===== src/rtl/cmul_rr_arbiter_if.sv =====
// rtl/cmul_rr_arbiter_if.sv - requester/result bus of the shared complex-multiply arbiter
interface cmul_rr_arbiter_if #(
    parameter int NUM_REQ = 4,
    parameter int WIDTH   = 16
);
    localparam int ID_W = $clog2(NUM_REQ);

    logic                     en;
    logic [NUM_REQ-1:0]       req_valid;
    logic [NUM_REQ-1:0]       req_ready;
    logic [NUM_REQ*WIDTH-1:0] req_a_re;
    logic [NUM_REQ*WIDTH-1:0] req_a_img;
    logic [NUM_REQ*WIDTH-1:0] req_b_re;
    logic [NUM_REQ*WIDTH-1:0] req_b_img;
    logic                     res_valid;
    logic [ID_W-1:0]          res_id;
    logic [WIDTH-1:0]         res_re;
    logic [WIDTH-1:0]         res_img;
    logic                     busy;

    modport master (
        output en, req_valid, req_a_re, req_a_img, req_b_re, req_b_img,
        input  req_ready, res_valid, res_id, res_re, res_img, busy
    );

    modport slave (
        input  en, req_valid, req_a_re, req_a_img, req_b_re, req_b_img,
        output req_ready, res_valid, res_id, res_re, res_img, busy
    );
endinterface


===== src/rtl/cmul_rr_arbiter.sv =====
// rtl/cmul_rr_arbiter.sv - round-robin shared two-stage complex multiplier
module cmul_rr_arbiter #(
    parameter int NUM_REQ = 4,
    parameter int WIDTH   = 16,
    parameter int SCALING = 8
) (
    input  logic             clk,
    input  logic             rst,
    cmul_rr_arbiter_if.slave bus
);
    localparam int ID_W = $clog2(NUM_REQ);
    localparam logic [ID_W-1:0] LAST_ID = ID_W'(NUM_REQ - 1);

    logic [ID_W-1:0] ptr;
    logic [ID_W-1:0] grant_id;
    logic [ID_W-1:0] scan_idx;
    logic            grant_any;

    logic signed [WIDTH-1:0] g_a_re, g_a_img, g_b_re, g_b_img;

    logic                    s1_valid;
    logic [ID_W-1:0]         s1_id;
    logic signed [WIDTH-1:0] s1_a_re, s1_a_img, s1_b_re, s1_b_img;

    logic signed [2*WIDTH-1:0] p1, p2, p3, p4;
    logic signed [2*WIDTH-1:0] q1, q2, q3, q4;
    logic [WIDTH-1:0]          re_next, img_next;

    logic             out_valid;
    logic [ID_W-1:0]  out_id;
    logic [WIDTH-1:0] out_re, out_img;

    // Scan from the pointer upward with wrap; iterating in reverse lets the nearest valid requester win.
    always_comb begin
        grant_any = 1'b0;
        grant_id  = '0;
        scan_idx  = '0;
        for (int k = NUM_REQ - 1; k >= 0; k--) begin
            scan_idx = ID_W'((int'(ptr) + k) % NUM_REQ);
            if (bus.en && bus.req_valid[scan_idx]) begin
                grant_any = 1'b1;
                grant_id  = scan_idx;
            end
        end
    end

    assign bus.req_ready = grant_any ? (NUM_REQ'(1) << grant_id) : '0;

    assign g_a_re  = bus.req_a_re [int'(grant_id)*WIDTH +: WIDTH];
    assign g_a_img = bus.req_a_img[int'(grant_id)*WIDTH +: WIDTH];
    assign g_b_re  = bus.req_b_re [int'(grant_id)*WIDTH +: WIDTH];
    assign g_b_img = bus.req_b_img[int'(grant_id)*WIDTH +: WIDTH];

    // Stage 1: capture the granted operands and advance the pointer past the winner.
    always_ff @(posedge clk) begin
        if (rst) begin
            ptr      <= '0;
            s1_valid <= 1'b0;
            s1_id    <= '0;
            s1_a_re  <= '0;
            s1_a_img <= '0;
            s1_b_re  <= '0;
            s1_b_img <= '0;
        end else begin
            s1_valid <= grant_any;
            if (grant_any) begin
                s1_id    <= grant_id;
                s1_a_re  <= g_a_re;
                s1_a_img <= g_a_img;
                s1_b_re  <= g_b_re;
                s1_b_img <= g_b_img;
                ptr      <= (grant_id == LAST_ID) ? '0 : grant_id + ID_W'(1);
            end
        end
    end

    // Full-width signed products, floor-scaled, then truncated and combined with wrap-around.
    assign p1 = (2*WIDTH)'(s1_a_re)  * (2*WIDTH)'(s1_b_re);
    assign p2 = (2*WIDTH)'(s1_a_img) * (2*WIDTH)'(s1_b_img);
    assign p3 = (2*WIDTH)'(s1_a_re)  * (2*WIDTH)'(s1_b_img);
    assign p4 = (2*WIDTH)'(s1_a_img) * (2*WIDTH)'(s1_b_re);
    assign q1 = p1 >>> SCALING;
    assign q2 = p2 >>> SCALING;
    assign q3 = p3 >>> SCALING;
    assign q4 = p4 >>> SCALING;
    assign re_next  = q1[WIDTH-1:0] - q2[WIDTH-1:0];
    assign img_next = q3[WIDTH-1:0] + q4[WIDTH-1:0];

    // Stage 2: register the result; data holds between valid pulses.
    always_ff @(posedge clk) begin
        if (rst) begin
            out_valid <= 1'b0;
            out_id    <= '0;
            out_re    <= '0;
            out_img   <= '0;
        end else begin
            out_valid <= s1_valid;
            if (s1_valid) begin
                out_id  <= s1_id;
                out_re  <= re_next;
                out_img <= img_next;
            end
        end
    end

    assign bus.res_valid = out_valid;
    assign bus.res_id    = out_id;
    assign bus.res_re    = out_re;
    assign bus.res_img   = out_img;
    assign bus.busy      = s1_valid | out_valid;
endmodule


===== src/flat_wrapper.sv =====
// flat-port wrapper written by rule: the top's interface ports become plain ports
module cmul_rr_arbiter_flat 
#(
    parameter int NUM_REQ = 4,
    parameter int WIDTH   = 16,
    parameter int SCALING = 8
)
  (clk, rst, bus_en, bus_req_valid, bus_req_a_re, bus_req_a_img, bus_req_b_re, bus_req_b_img, bus_req_ready, bus_res_valid, bus_res_id, bus_res_re, bus_res_img, bus_busy);
  cmul_rr_arbiter_if #(.NUM_REQ(NUM_REQ), .WIDTH(WIDTH)) bus_i ();
  input  logic clk;
  input  logic rst;
  input wire logic [$bits(bus_i.en)-1:0] bus_en;
  input wire logic [$bits(bus_i.req_valid)-1:0] bus_req_valid;
  input wire logic [$bits(bus_i.req_a_re)-1:0] bus_req_a_re;
  input wire logic [$bits(bus_i.req_a_img)-1:0] bus_req_a_img;
  input wire logic [$bits(bus_i.req_b_re)-1:0] bus_req_b_re;
  input wire logic [$bits(bus_i.req_b_img)-1:0] bus_req_b_img;
  output wire logic [$bits(bus_i.req_ready)-1:0] bus_req_ready;
  output wire logic [$bits(bus_i.res_valid)-1:0] bus_res_valid;
  output wire logic [$bits(bus_i.res_id)-1:0] bus_res_id;
  output wire logic [$bits(bus_i.res_re)-1:0] bus_res_re;
  output wire logic [$bits(bus_i.res_img)-1:0] bus_res_img;
  output wire logic [$bits(bus_i.busy)-1:0] bus_busy;
  assign bus_i.en = bus_en;
  assign bus_i.req_valid = bus_req_valid;
  assign bus_i.req_a_re = bus_req_a_re;
  assign bus_i.req_a_img = bus_req_a_img;
  assign bus_i.req_b_re = bus_req_b_re;
  assign bus_i.req_b_img = bus_req_b_img;
  assign bus_req_ready = bus_i.req_ready;
  assign bus_res_valid = bus_i.res_valid;
  assign bus_res_id = bus_i.res_id;
  assign bus_res_re = bus_i.res_re;
  assign bus_res_img = bus_i.res_img;
  assign bus_busy = bus_i.busy;
  cmul_rr_arbiter #(.NUM_REQ(NUM_REQ), .WIDTH(WIDTH), .SCALING(SCALING)) u_core (.clk(clk), .rst(rst), .bus(bus_i));
endmodule

===== config.mk =====
export PLATFORM = sky130hd
export DESIGN_NAME = cmul_rr_arbiter_flat
export DESIGN_NICKNAME = d
export VERILOG_FILES = /design/src/rtl/cmul_rr_arbiter_if.sv /design/src/rtl/cmul_rr_arbiter.sv /design/src/flat_wrapper.sv
export SDC_FILE = /design/constraint.sdc
export NUM_CORES = 2
export LEC_CHECK = 0
export ABC_AREA = 1
export CELL_PAD_IN_SITES_DETAIL_PLACEMENT = 0
export CELL_PAD_IN_SITES_GLOBAL_PLACEMENT = 1
export CORE_AREA = 2 2 315 317
export DETAILED_ROUTE_END_ITERATION = 8
export DIE_AREA = 0 0 317 319
export PLACE_DENSITY = 0.82
export SKIP_LAST_GASP = 1
export SLEW_MARGIN = 40
export SYNTH_ARGS = -nofsm -noshare
export SYNTH_HDL_FRONTEND = slang
export SYNTH_SLANG_ARGS = --single-unit

===== constraint.sdc =====
create_clock -name clk -period 6.8 [get_ports clk]
set_input_delay 1.36 -clock clk [delete_from_list [all_inputs] [get_ports clk]]
set_output_delay 1.36 -clock clk [all_outputs]
set_load 0.03 [all_outputs]

* After elaboration in Yosys (flattened, before gate mapping)
Cells that the tools add are included.
** Word-level totals
- Register bits :: 104
- Logic and storage cells :: 54
- Output and inout port bits :: 40
** Cells by class
- Muxes and demuxes :: 18
- Shifts and indexed selects :: 5
- Reduce and logical (&&, ||, !) cells :: 4
- Magnitude comparators :: 4
- $add $sub $neg :: 6
- Eq/ne operators :: 1
- Bitwise gates (word level) :: 1
- Multiply operators :: 4
** Operator list (count)
- $shiftx A64 B7 Y16 :: 4
- $mul A16 B16 Y24 :: 4
- $add A16 B16 Y16 :: 1
- $sub A16 B16 Y16 :: 1
- $lt A2 B3 Y1 const B :: 4
- $mux W2 :: 5
- $bmux W1 S2 :: 4
- $mux W1 :: 8
- $add A2 B1 Y2 const B :: 2
- $add A2 B2 Y2 const B :: 2
- $logic_and A1 B1 Y1 :: 4
- $mux W4 :: 1
- $shl A1 B2 Y4 const A :: 1
- $eq A2 B2 Y1 const B :: 1
- $or A1 B1 Y1 :: 1

* Logic depth before layout (Yosys ltp)
- Depth after elaboration :: 10
- Depth in mapped cells :: 39
- Gate-level depth less buffers :: 37

* Worst setup path after synthesis
No wires, ideal clock.
- Kind :: flip-flop to flip-flop
- Start point :: reg u_core.s1_a_img[10]
- End point :: reg u_core.out_img[15], in the netlist u_core.bus.res_img[15]
- Arrival :: 6.809 ns
- Period minus slack after synthesis :: 6.938 ns
- Stages on the path, launching flop included :: 37
- Buffers on the path :: 2
- Setup slack :: -0.138 ns
- Required time :: 6.672 ns
- Cell sequence :: dfxtp_1 > clkbuf_1 > clkbuf_1 > nand2_1 > fa_1 > fa_1 > fa_1 > fa_1 > inv_1 > fa_1 > inv_1 > fa_1 > inv_1 > ha_1 > a21oi_1 > o21a_1 > nand2_1 > a31oi_1 > o21ai_0 > nand2_1 > nand2_1 > nand2_1 > nand2_1 > nand2_1 > nand2_1 > xor2_1 > ha_1 > inv_1 > nor3_1 > inv_1 > o211ai_1 > a31oi_1 > nand3b_1 > nand2_1 > nand2_1 > nand2_1 > a21oi_1
** Between the ends
- Cells in the longest elaborated chain, start to end :: 2
** Ends and longest elaborated chain
- from (decl) :: RTL line cmul_rr_arbiter.sv:23 : logic signed [WIDTH-1:0] s1_a_re, s1_a_img, s1_b_re, s1_b_img;
- from (signal assigned) :: RTL line cmul_rr_arbiter.sv:69 : s1_a_img <= g_a_img;
- $mul A16 B16 Y24 :: RTL line cmul_rr_arbiter.sv:81 : assign p4 = (2*WIDTH)'(s1_a_img) * (2*WIDTH)'(s1_b_re);
- $add A16 B16 Y16 :: RTL line cmul_rr_arbiter.sv:87 : assign img_next = q3[WIDTH-1:0] + q4[WIDTH-1:0];
- to (signal assigned) :: RTL line cmul_rr_arbiter.sv:101 : out_img <= img_next;
- to (decl) :: RTL line cmul_rr_arbiter.sv:31 : logic [WIDTH-1:0] out_re, out_img;
No other way between the ends.
A chain may end at the register's enable or synchronous reset.

* Worst setup path after layout
- Start point :: reg u_core.s1_a_img[8]
- End point :: reg u_core.out_img[14], in the netlist u_core.bus.res_img[14]
Same word-level chain as after synthesis.

==> run summary <==
## Setup path
• 7.06 ns — Arr. time, crit path
• u_core.s1_a_img[8]$_SDFFE_PP0P_ — R2R Path Start
• 7.12 ns — endpoint required time on the critical path
• register to register — start-to-end type of the worst setup path
• inv_1 — most used cell, CP
• 0.52 ns — delay contributed by the slowest stage of the critical path
• register — sort of element at the start of the critical path
• register — Worst setup EP type
• 6 — crit-path max FO
• fa_1 — slowest cell on the critical path
• u_core.s1_a_img[8]$_SDFFE_PP0P_ — Critical Path Start

## Logic synthesis
• 0% — share of flip-flops with an asynchronous set or reset
• 0% — mux contribution to synthesized area
• 5639 — number of standard cells after synthesis
• 41 — Synth cell types
• 4.41% — area fraction in compound gates after synthesis
• 39900 µm² — area of the mapped netlist
• 0 — Yosys warning total
• dfxtp_1 — most frequently used flop master after synthesis
• 47.3% — adder and majority gate portion of the synthesized area
• 5.22% — sequential share of the synthesized area
• 21.1% — basic-gate share of the synthesized area counting and, or, nand and nor cells
• 6962 — Synth Net Count
• 0 — number of enable-type register cells in the synthesized netlist
• adder cells — dominant combinational cell family by area after synthesis
• 2.72% — XOR/XNOR share of the synthesized area
• 104 — Synth Register Bits
• 7.07 µm² — Synth Area per Inst

## Timing
• 148 MHz — highest achievable clock rate
• 0 ns — Setup TNS Final
• 0 — number of setup violations in the final report
• yes — RSZ-0062 raised after global routing
• 52.8% — Slew headroom
• 99.1% — post-route clock period utilization
• 6.74 ns — minimum clock period after layout
• 0 — total count of max-transition violations in the final report
• 0.706 ns — pin slew with the least headroom to its limit
• 0 — number of failing hold endpoints at the final stage
• 0.0131 ns — worst clock skew on the final layout

## Detailed routing
• 6 — Detailed Routing Iterations Pass 1
• 4.81 — via density per instance
• 0 — DRC violations left
• 0 — Detail Route Antenna Nets
• 134000 µm — Total Wirelength
• 18.0 µm — routed length per instance
• 2336 — drt first-iter violations
• 35900 — DR vias

## GRT
• 26.9% — total global-route track usage
• 209000 µm — global-route wire length before repair
• 37300 — vias in the first global route
• 0 — global route total overflow
• 68 — maximum number of pins on one net before global-route repair
• 2 — antenna violations before repair

## Clocking
• clkbuf_16 — buffer cell driving the clock tree root
• 3 — CTS H-tree lvls
• 9 — clock buffers created by TritonCTS
• 0.42 ns — clock latency reported for the late side of the worst-skew pair
• 104 — total number of clock tree sinks
• 2 — Max clock buf depth
• 0.09 ns — Clk pin slew, worst setup/hold paths
• yes — clock tree from TritonCTS

## Layout
• 9543 — Filler Cells Inserted
• inv_1 — most common library cell in the layout ignoring fill and taps
• 12.7% — fraction of final layout cells with drive strength greater than 1
• 31300 µm² — area of combinational cells with multiple inputs
• inv_1 (1704), nand2_1 (1466), fa_1 (734) — most used cells in the layout excluding fill and tap cells
• 7492 — number of nets in the layout
• 7463 — non-filler cells in the finished layout
• 2140 µm² — Storage cell area
• 24.2% — Syn-to-layout area delta

## Placed design
• 111000 µm — HPWL Detailed
• 0.921 — placer's final routability congestion estimate
• 302 — buffers added on ports
• 7387 — count of placed standard cells including taps

## Run status
• completed — run status

## Floorplanning
• 303 — boundary pin count
• 101000 µm² — Die Area
• 319 µm — die span in y
• 317 µm — overall die width
• 115 — floorplan row count
• 40.8% — effective utilization at floorplan
• 97700 µm² — area of the placeable core

## Min path
• u_core.s1_id[0]$_SDFFE_PP0P_ — launch point of the worst hold path
• register to register — class of the tightest hold or removal check

## Job
• 0 — # Max-Cap Violations

[flip-flops by register name, summed over array words and instances, names as in the netlist]
signal                cells
u_core.bus.res_id         2
u_core.s1_valid           1
u_core.ptr                2
u_core.bus.res_valid      1
u_core.bus.res_img       16
u_core.s1_a_img          16
u_core.bus.res_re        16
u_core.s1_a_re           16
u_core.s1_id              2
u_core.s1_b_re           16
u_core.s1_b_img          16
[final timing paths]
path	cells past startpoint	slack (ns)	endpoint
setup / recovery	35	0.06	u_core.bus.res_img[14]$_SDFFE_PP0P_
hold reg to reg	2	0.51	u_core.bus.res_id[0]$_SDFFE_PP0P_
setup reg to reg	35	0.06	u_core.bus.res_img[14]$_SDFFE_PP0P_
hold / removal	2	0.51	u_core.bus.res_id[0]$_SDFFE_PP0P_
[what timing repair did]
item / CTS / global route
endpoints found under the setup margin: 17 / 19
cloned: 0 / 2
hold buffers: 0 / 0
pin swaps: 25 / 129
buffers inserted: 12 / 48
resized for setup: 85 / 244
[synthesized netlist by cell type (46+ instances only)]
master / n / area, µm²
inv_1: 1719 / 6450
nand2_1: 1492 / 5600
fa_1: 746 / 14900
ha_1: 314 / 3930
nand3_1: 231 / 1160
clkbuf_1: 220 / 826
nor2_1: 184 / 691
a21oi_1: 109 / 546
dfxtp_1: 104 / 2080
xor2_1: 76 / 666
nand3b_1: 74 / 556
o21ai_0: 71 / 355
xnor2_1: 46 / 403
[logic make-up after synthesis]
family	after synthesis
compound gates	297
xor+xnor	123
fa+ha+maj	1060
buf+inv	2006
flops	104
simple gates	2049
[worst max-delay path, delay by kind of cell (launching register included)]
family          cells  cell delay, ns
compound gates      8            1.06
xor+xnor            1            0.17
fa+ha+maj           8            3.52
buf+inv            12            1.08
flops               1            0.34
simple gates        6            0.48
[routing by layer]
metal	vias to the layer above	wire length (µm)	track usage, %
met5	-	13	0
met4	2	6140	9.42
met3	173	9160	3.78
met2	1214	61800	44.2
met1	17400	56900	36.0
li1	17100	-	-
[cell type report]
class / count / area share, %
multi-input combinational: 3529 / 63.2
timing repair buffer: 804 / 15.5
inverter: 1721 / 13.0
sequential: 104 / 4.33
tap: 1287 / 3.25
clock buffer: 9 / 0.455
clock inverter: 7 / 0.179
antenna: 2 / 0.0101
[through the flow]
step                hold WS [ns]  util, %  setup WS (ns)  instance area (µm²)
detailed placement         0.500     48.4         -0.373                47300
CTS                        0.518     49.2       -0.00581                48100
finish                     0.511     50.7         0.0592                49600
floorplan                  0.434        -        -0.0109                39900
global route               0.543     50.7         -0.243                49500
global placement           0.483     48.4         -0.323                47300
Power is left out: the tool's default activity adds up to more than one toggle a clock period on the data nets, which glitch-free logic cannot reach.
